### src/rtl/rsa_seq_pkg.sv
// Shared definitions for the RSA modexp sequencer: state encoding, default
// hold/timeout lengths, counter widths and the key-size to word-count decode.
// No ports; imported by rsa_seq_timer and rsa_modexp_sequencer.
package rsa_seq_pkg;

  localparam int DEF_GET_T_CYCLES = 10;
  localparam int DEF_START_CYCLES = 100;
  localparam int DEF_TIMEOUT      = 1 << 24;

  localparam int CNT_W = 7;   // word count / index register width
  localparam int TMR_W = 32;  // interval timer width, covers DEF_TIMEOUT

  typedef enum logic [3:0] {
    IDLE, LOAD_E, LOAD_M, LOAD_N, LOAD_NP, GAP, GET_T, WAIT_CFG,
    COMPUTE, WAIT_RD, RD_REQ, RD_CAP, RD_OUT, DONE
  } state_t;

  // Operand length in words for each RSA_Mode value; reserved codes map to 4096-bit.
  function automatic logic [CNT_W-1:0] mode_words(input logic [2:0] mode);
    case (mode)
      3'd0:    mode_words = 7'd6;
      3'd1:    mode_words = 7'd8;
      3'd2:    mode_words = 7'd16;
      3'd3:    mode_words = 7'd32;
      default: mode_words = 7'd64;
    endcase
  endfunction

endpackage

### src/rtl/rsa_seq_timer.sv
// Loadable down-counter: i_load sets the count, it then decrements to zero and
// holds; o_expired is high while the count is zero. Latency: load visible next cycle.
// Ports: i_clk, i_reset (sync, active-high), i_load, i_load_val, o_expired. No backpressure.
module rsa_seq_timer
  import rsa_seq_pkg::*;
#(
  parameter int W = TMR_W
) (
  input  logic         i_clk,
  input  logic         i_reset,
  input  logic         i_load,
  input  logic [W-1:0] i_load_val,
  output logic         o_expired
);

  logic [W-1:0] r_cnt;

  always_ff @(posedge i_clk) begin
    if (i_reset) begin
      r_cnt <= '0;
    end else if (i_load) begin
      r_cnt <= i_load_val;
    end else if (r_cnt != '0) begin
      r_cnt <= r_cnt - W'(1);
    end
  end

  assign o_expired = (r_cnt == '0);

endmodule

### src/rtl/rsa_modexp_sequencer.sv
// Host-stream front end for the RSA modexp core: loads exponent, message, modulus
// and nprime0, runs the get_t/startCompute/getResult handshake, then streams results.
// Latency: core valid one cycle after each operand beat; >=3 cycles per result word.
// Backpressure: in_ready only in load states; res_data/res_last hold while res_ready=0.
// Ports: i_clk/i_reset, i_start/i_rsa_mode/o_busy/o_done/o_err control, i_in_* operand
// stream, o_{ex,msg,modn,np0}_* core loads, o_core_mode, o_get_t/i_cfg_done,
// o_start_compute/o_get_result/i_wait_read, o_read_en/o_read_addr/i_outp, o_res_* stream.
module rsa_modexp_sequencer
  import rsa_seq_pkg::*;
#(
  parameter int DATA_WIDTH   = 64,
  parameter int MAX_WORDS    = 64,
  parameter int GET_T_CYCLES = DEF_GET_T_CYCLES,
  parameter int START_CYCLES = DEF_START_CYCLES,
  parameter int TIMEOUT      = DEF_TIMEOUT
) (
  input  logic                  i_clk,
  input  logic                  i_reset,
  input  logic                  i_start,
  input  logic [2:0]            i_rsa_mode,
  output logic                  o_busy,
  output logic                  o_done,
  output logic                  o_err,
  input  logic                  i_in_valid,
  output logic                  o_in_ready,
  input  logic [DATA_WIDTH-1:0] i_in_data,
  output logic                  o_ex_valid,
  output logic [DATA_WIDTH-1:0] o_ex_data,
  output logic                  o_msg_valid,
  output logic [DATA_WIDTH-1:0] o_msg_data,
  output logic                  o_modn_valid,
  output logic [DATA_WIDTH-1:0] o_modn_data,
  output logic                  o_np0_valid,
  output logic [DATA_WIDTH-1:0] o_np0_data,
  output logic [4:0]            o_core_mode,
  output logic                  o_get_t,
  input  logic                  i_cfg_done,
  output logic                  o_start_compute,
  output logic                  o_get_result,
  input  logic                  i_wait_read,
  output logic                  o_read_en,
  output logic [31:0]           o_read_addr,
  input  logic [DATA_WIDTH-1:0] i_outp,
  output logic                  o_res_valid,
  input  logic                  i_res_ready,
  output logic [DATA_WIDTH-1:0] o_res_data,
  output logic                  o_res_last
);

  state_t                r_state, w_state_nxt;
  logic [2:0]            r_mode;
  logic [CNT_W-1:0]      r_n, r_cnt, w_n_dec;
  logic [1:0]            r_grp;       // operand group just finished, steers GAP
  logic [DATA_WIDTH-1:0] r_core_dat;  // only one core valid is ever high, so one data reg serves all four
  logic [DATA_WIDTH-1:0] r_res_data;
  logic r_ex_vld, r_msg_vld, r_modn_vld, r_np0_vld;
  logic r_get_result, r_err, r_cfg_prev, r_rd_prev;
  logic w_loading, w_beat, w_grp_last, w_idx_last, w_cfg_rise, w_rd_rise, w_timeout;
  logic w_tmr_load, w_tmr_exp;
  logic [TMR_W-1:0] w_tmr_val;

  assign w_n_dec    = (mode_words(i_rsa_mode) > CNT_W'(MAX_WORDS)) ? CNT_W'(MAX_WORDS)
                                                                    : mode_words(i_rsa_mode);
  assign w_loading  = (r_state == LOAD_E) || (r_state == LOAD_M) ||
                      (r_state == LOAD_N) || (r_state == LOAD_NP);
  assign w_beat     = w_loading && i_in_valid;
  assign w_grp_last = (r_state == LOAD_NP) || (r_cnt == r_n - CNT_W'(1));
  assign w_idx_last = (r_cnt == r_n - CNT_W'(1));
  // Edge detection against the previous sample: a level already high does not count.
  assign w_cfg_rise = i_cfg_done && !r_cfg_prev;
  assign w_rd_rise  = i_wait_read && !r_rd_prev;

  rsa_seq_timer #(.W(TMR_W)) u_timer (
    .i_clk      (i_clk),
    .i_reset    (i_reset),
    .i_load     (w_tmr_load),
    .i_load_val (w_tmr_val),
    .o_expired  (w_tmr_exp)
  );

  // Timer is loaded with (length-1) on entry so a state lasts exactly 'length' cycles.
  always_comb begin
    w_state_nxt = r_state;
    w_tmr_load  = 1'b0;
    w_tmr_val   = '0;
    w_timeout   = 1'b0;
    case (r_state)
      IDLE:    if (i_start) w_state_nxt = LOAD_E;
      LOAD_E, LOAD_M, LOAD_N, LOAD_NP:
               if (w_beat && w_grp_last) w_state_nxt = GAP;
      GAP: begin
        case (r_grp)
          2'd0:    w_state_nxt = LOAD_M;
          2'd1:    w_state_nxt = LOAD_N;
          2'd2:    w_state_nxt = LOAD_NP;
          default: begin
            w_state_nxt = GET_T;
            w_tmr_load  = 1'b1;
            w_tmr_val   = TMR_W'(GET_T_CYCLES - 1);
          end
        endcase
      end
      GET_T: if (w_tmr_exp) begin
        w_state_nxt = WAIT_CFG;
        w_tmr_load  = 1'b1;
        w_tmr_val   = TMR_W'(TIMEOUT - 1);
      end
      WAIT_CFG: begin
        if (w_cfg_rise) begin
          w_state_nxt = COMPUTE;
          w_tmr_load  = 1'b1;
          w_tmr_val   = TMR_W'(START_CYCLES - 1);
        end else if (w_tmr_exp) begin
          w_state_nxt = IDLE;
          w_timeout   = 1'b1;
        end
      end
      COMPUTE: if (w_tmr_exp) begin
        w_state_nxt = WAIT_RD;
        w_tmr_load  = 1'b1;
        w_tmr_val   = TMR_W'(TIMEOUT - 1);
      end
      WAIT_RD: begin
        if (w_rd_rise) begin
          w_state_nxt = RD_REQ;
        end else if (w_tmr_exp) begin
          w_state_nxt = IDLE;
          w_timeout   = 1'b1;
        end
      end
      RD_REQ:  w_state_nxt = RD_CAP;
      RD_CAP:  w_state_nxt = RD_OUT;
      RD_OUT:  if (i_res_ready) w_state_nxt = w_idx_last ? DONE : RD_REQ;
      DONE:    w_state_nxt = IDLE;
      default: w_state_nxt = IDLE;
    endcase
  end

  always_ff @(posedge i_clk) begin
    if (i_reset) begin
      r_state      <= IDLE;
      r_mode       <= '0;
      r_n          <= '0;
      r_cnt        <= '0;
      r_grp        <= '0;
      r_core_dat   <= '0;
      r_res_data   <= '0;
      r_ex_vld     <= 1'b0;
      r_msg_vld    <= 1'b0;
      r_modn_vld   <= 1'b0;
      r_np0_vld    <= 1'b0;
      r_get_result <= 1'b0;
      r_err        <= 1'b0;
      r_cfg_prev   <= 1'b0;
      r_rd_prev    <= 1'b0;
    end else begin
      r_state    <= w_state_nxt;
      r_cfg_prev <= i_cfg_done;
      r_rd_prev  <= i_wait_read;
      r_err      <= w_timeout;
      r_ex_vld   <= w_beat && (r_state == LOAD_E);
      r_msg_vld  <= w_beat && (r_state == LOAD_M);
      r_modn_vld <= w_beat && (r_state == LOAD_N);
      r_np0_vld  <= w_beat && (r_state == LOAD_NP);
      if (w_beat) r_core_dat <= i_in_data;
      case (r_state)
        IDLE: if (i_start) begin
          r_mode <= i_rsa_mode;
          r_n    <= w_n_dec;
          r_cnt  <= '0;
          r_grp  <= '0;
        end
        LOAD_E, LOAD_M, LOAD_N, LOAD_NP:
          if (w_beat) r_cnt <= w_grp_last ? '0 : r_cnt + CNT_W'(1);
        GAP:     r_grp <= r_grp + 2'd1;
        COMPUTE: if (w_tmr_exp) r_get_result <= 1'b1;  // rises as start_compute falls
        WAIT_RD: if (w_rd_rise) r_cnt <= '0;
        RD_CAP:  r_res_data <= i_outp;
        RD_OUT:  if (i_res_ready && !w_idx_last) r_cnt <= r_cnt + CNT_W'(1);
        default: ;
      endcase
      if (w_state_nxt == IDLE || w_state_nxt == DONE) r_get_result <= 1'b0;
    end
  end

  assign o_busy          = (r_state != IDLE) && (r_state != DONE);
  assign o_done          = (r_state == DONE);
  assign o_err           = r_err;
  assign o_in_ready      = w_loading;
  assign o_ex_valid      = r_ex_vld;
  assign o_msg_valid     = r_msg_vld;
  assign o_modn_valid    = r_modn_vld;
  assign o_np0_valid     = r_np0_vld;
  assign o_ex_data       = r_core_dat;
  assign o_msg_data      = r_core_dat;
  assign o_modn_data     = r_core_dat;
  assign o_np0_data      = r_core_dat;
  assign o_core_mode     = {2'b00, r_mode};
  assign o_get_t         = (r_state == GET_T);
  assign o_start_compute = (r_state == COMPUTE);
  assign o_get_result    = r_get_result;
  assign o_read_en       = (r_state == RD_REQ);
  assign o_read_addr     = (r_state == RD_REQ) ? 32'(r_cnt) : 32'd0;
  assign o_res_valid     = (r_state == RD_OUT);
  assign o_res_data      = r_res_data;
  assign o_res_last      = (r_state == RD_OUT) && w_idx_last;

endmodule

### config.mk
export PLATFORM = sky130hd
export DESIGN_NAME = rsa_modexp_sequencer
export DESIGN_NICKNAME = d
export VERILOG_FILES = /design/src/rtl/rsa_seq_pkg.sv /design/src/rtl/rsa_seq_timer.sv /design/src/rtl/rsa_modexp_sequencer.sv
export SDC_FILE = /design/constraint.sdc
export NUM_CORES = 1
export LEC_CHECK = 0
export ABC_AREA = 1
export CAP_MARGIN = 20
export CORE_AREA = 3 3 199 201
export CTS_BUF_LIST = sky130_fd_sc_hd__clkbuf_8
export CTS_CLUSTER_SIZE = 25
export DETAILED_ROUTE_END_ITERATION = 7
export DIE_AREA = 0 0 202 204
export PLACE_DENSITY = 0.56
export RECOVER_POWER = 100
export SLEW_MARGIN = 20
export SYNTH_ARGS = -nofsm -noshare
export SYNTH_HDL_FRONTEND = slang
export SYNTH_HIERARCHICAL = 1
export SYNTH_SLANG_ARGS = --single-unit
export TNS_END_PERCENT = 20
### constraint.sdc
create_clock -name i_clk -period 3 [get_ports i_clk]
set_input_delay 0.6 -clock i_clk [delete_from_list [all_inputs] [get_ports i_clk]]
set_output_delay 0.6 -clock i_clk [all_outputs]
set_load 0.05 [all_outputs]
==> flow_summary.ini <==
[floorplanning]
die_w_um = 202
io_pins = 509
core_sq_mm = 0.0378
placementRows = 71
dieHeight_um = 204
initial_core_util = 0.266
die-area_sq_mm = 0.0412

[worst_setup_path]
slowest_stage = clkdlybuf4s50_1
critPathMaxFanout = 5
worst-path-stages = 5
crit_family = buffers and inverters
crit_type = register to output pin
critical_path_arrival_ps = 2220
path_cells = inv_2, nand2_2, nor3_1, a21oi_1, clkdlybuf4s50_1
reg2reg_depth = 15
start_kind = register
end_kind = output pin
crit_buf_inv = 2
required_ps = 2400
cpPeakStageDelay_ps = 820

[synthesis]
post_synth_num_cell_types = 46
ys_top_cells_by_area = dfxtp_1, buf_4, nor2_1
synth.largest_area_cell = dfxtp_1
syn_area_sq_mm = 0.0100
synth_seq_cells = 189
synth_commonest_cells = nor2_1, buf_4, dfxtp_1, nand2_1, o21ai_0
syn_inst = 1423
yosysMostFrequentCell = nor2_1
synth_top_area_share = 0.377
synth_ff_type = dfxtp_1
async_reset_ff_frac = 0
synth_edf_count = 0
ys_seq_area_frac = 0.377
syn_area_per_cell_sq_um = 7.06
ys_warn_count = 6

[final_layout]
final_layout_size_suffix_gt1_frac = 0.0532
num-nets-final = 1847
syn_to_final_growth_pct = 41.1

[clock_network]
clockBufferDepth = 2
numCtsBuffers = 17
cts_tree = yes
insertion_delay_ps = 480
htreeDepth = 4
clock_tree.root_cell = clkbuf_8
clock-sinks = 189
cts_hold_buf = 0
cts.clk_slew.worst_paths_ps = 110

[detailed_routing]
wire_per_inst_um = 16.1
drt_first_pass_iters = 5
routed_via_density = 4.24
drc = 0
wl_mm = 35.8
detail-route-antenna-nets = 0
drt_iter0_drc = 364
vias = 9436

[timing]
tns_ps = 0
tightest_slew_ps = 1260
finalCriticalPeriod_ps = 2820
rsz0062_at_grt = no
clock-skew-final_ps = 20.6
timing.final.crit_share = 0.941
slew_headroom = 0.161
hold_viol = 0
slew_viol_final = 0
setup_viol_count_final = 0
hold_slack_ps = 472
fmax_mhz = 354

[global_route]
grt_pass1_vias = 8839
grt_overflow = 0
antenna_found_initial = 1
grt_max_degree = 83
grt_usage = 0.163
grt_pass1_wl_mm = 52.5

[placed_design]
hpwl_mm = 27.7
place_congestion = 0.856
port_buffers = 481

[power_and_ir_drop]
p_leak_nw = 6.95
power_density_mw_per_mm2 = 630
ir_drop_mv = 0.454

[run_status]
outcome = finished clean

[hold_path]
hp-class = register to register
hold_path_depth = 2

[flow_run]
drv_cap = 0
power breakdown:
| group | internal (mW) | leakage [nW] | switching, mW |
|---|---|---|---|
| combinational | 1.35 | 5.24 | 2.86 |
| sequential | 2.77 | 1.54 | 0.294 |
| clock | 0.678 | 0.177 | 0.988 |
placed cells by master, fill, tap and decap left out, types with 2 or more instances in the layout:
cell type and count:
dlygate4sd2_1 4, nor3_4 2, clkbuf_8 18, clkinvlp_4 4, a21oi_1 40, clkdlybuf4s15_1 2, nand2_1 189, inv_1 73
ha_1 8, o21ai_0 147, clkbuf_1 4, clkinv_4 2, nand2_2 5, mux2i_1 2, inv_2 5, dfxtp_1 188
buf_12 3, or3_1 2, nor3_1 9, xor2_1 10, nor2_4 5, nand4_1 11, buf_4 10, nand3_1 33
o211ai_1 3, o22ai_1 2, o21ai_1 2, nor2_8 2, nor2_1 370, nor2_2 4, a211oi_1 3, xnor2_1 6
or2_2 9, nand3b_1 3, inv_6 3, dlygate4sd3_1 330, clkdlybuf4s50_1 138, conb_1 35, clkbuf_2 8
worst min-delay path, cell delays in order (launching register included):
cell	delay, ps
dfxtp_1	320
nand2_1	60
a21oi_1	50
area by class of cell:
type                       instances  area, sq um
fill                            3976        23600
timing repair buffer             500         4930
multi-input combinational        912         4140
sequential                       189         3780
tap                              511          639
inverter                          81          313
clock buffer                      18          248
clock inverter                    12          115
antenna                            1         2.50
through the flow:
stage / util / instances / power (mW) / area [sq um] / setup slack [ps]
floorplan: - / 1457 / 6.38 / 10200 / 211
global placement: 0.369 / 2193 / 7.36 / 13900 / 476
detailed placement: 0.369 / 2193 / 7.40 / 13900 / 399
CTS: 0.378 / 2223 / 9.11 / 14300 / 7.72
global route: 0.375 / 2223 / 9.61 / 14200 / 2.02
finish: 0.375 / 2224 / 8.93 / 14200 / 176
cells by family (layout without fill, tap and decap cells):
kind of cell / Yosys count / after routing / synth area share
compound gates: 202 / 202 / 0.104
xor+xnor: 16 / 16 / 0.0139
fa+ha+maj: 8 / 8 / 0.00996
buf+inv: 356 / 611 / 0.219
flops: 189 / 189 / 0.377
mux: 2 / 2 / 0.00199
other cells: 1 / 36 / 0.000373
simple gates: 649 / 649 / 0.274
repair_timing:
action | 4_1_cts | 5_1_grt
gates resized for setup | 8 | 9
buffers inserted | 0 | 0
endpoints found under the setup margin | 8 | 7
flip-flops by register name, indices dropped and copies added, names as in the netlist:
| register | cells |
|---|---|
| o_ex_data | 64 |
| o_res_data | 64 |
| u_timer/r_cnt | 32 |
| r_cnt | 7 |
| r_n | 5 |
| r_state | 4 |
| r_mode | 3 |
| r_grp | 2 |
| o_err | 1 |
| o_ex_valid | 1 |
| o_get_result | 1 |
| o_modn_valid | 1 |
| o_msg_valid | 1 |
| o_np0_valid | 1 |
| r_cfg_prev | 1 |
| r_rd_prev | 1 |
layer usage:
metal,track usage,vias up,wire length (um)
met4,0.0344,0,272
met3,0.0701,15,3690
met5,0,-,0
met2,0.272,375,17100
met1,0.196,4267,14800
li1,-,4779,-
worst paths after layout:
check	startpoint	endpoint	slack (ps)
min	r_mode[1]	r_mode[1]	470
max	r_state[1]	o_busy	180
min reg2reg	r_mode[1]	r_mode[1]	470
max reg2reg	u_timer/r_cnt[0]	u_timer/r_cnt[27]	260
Power figures use the tool's default switching activity.
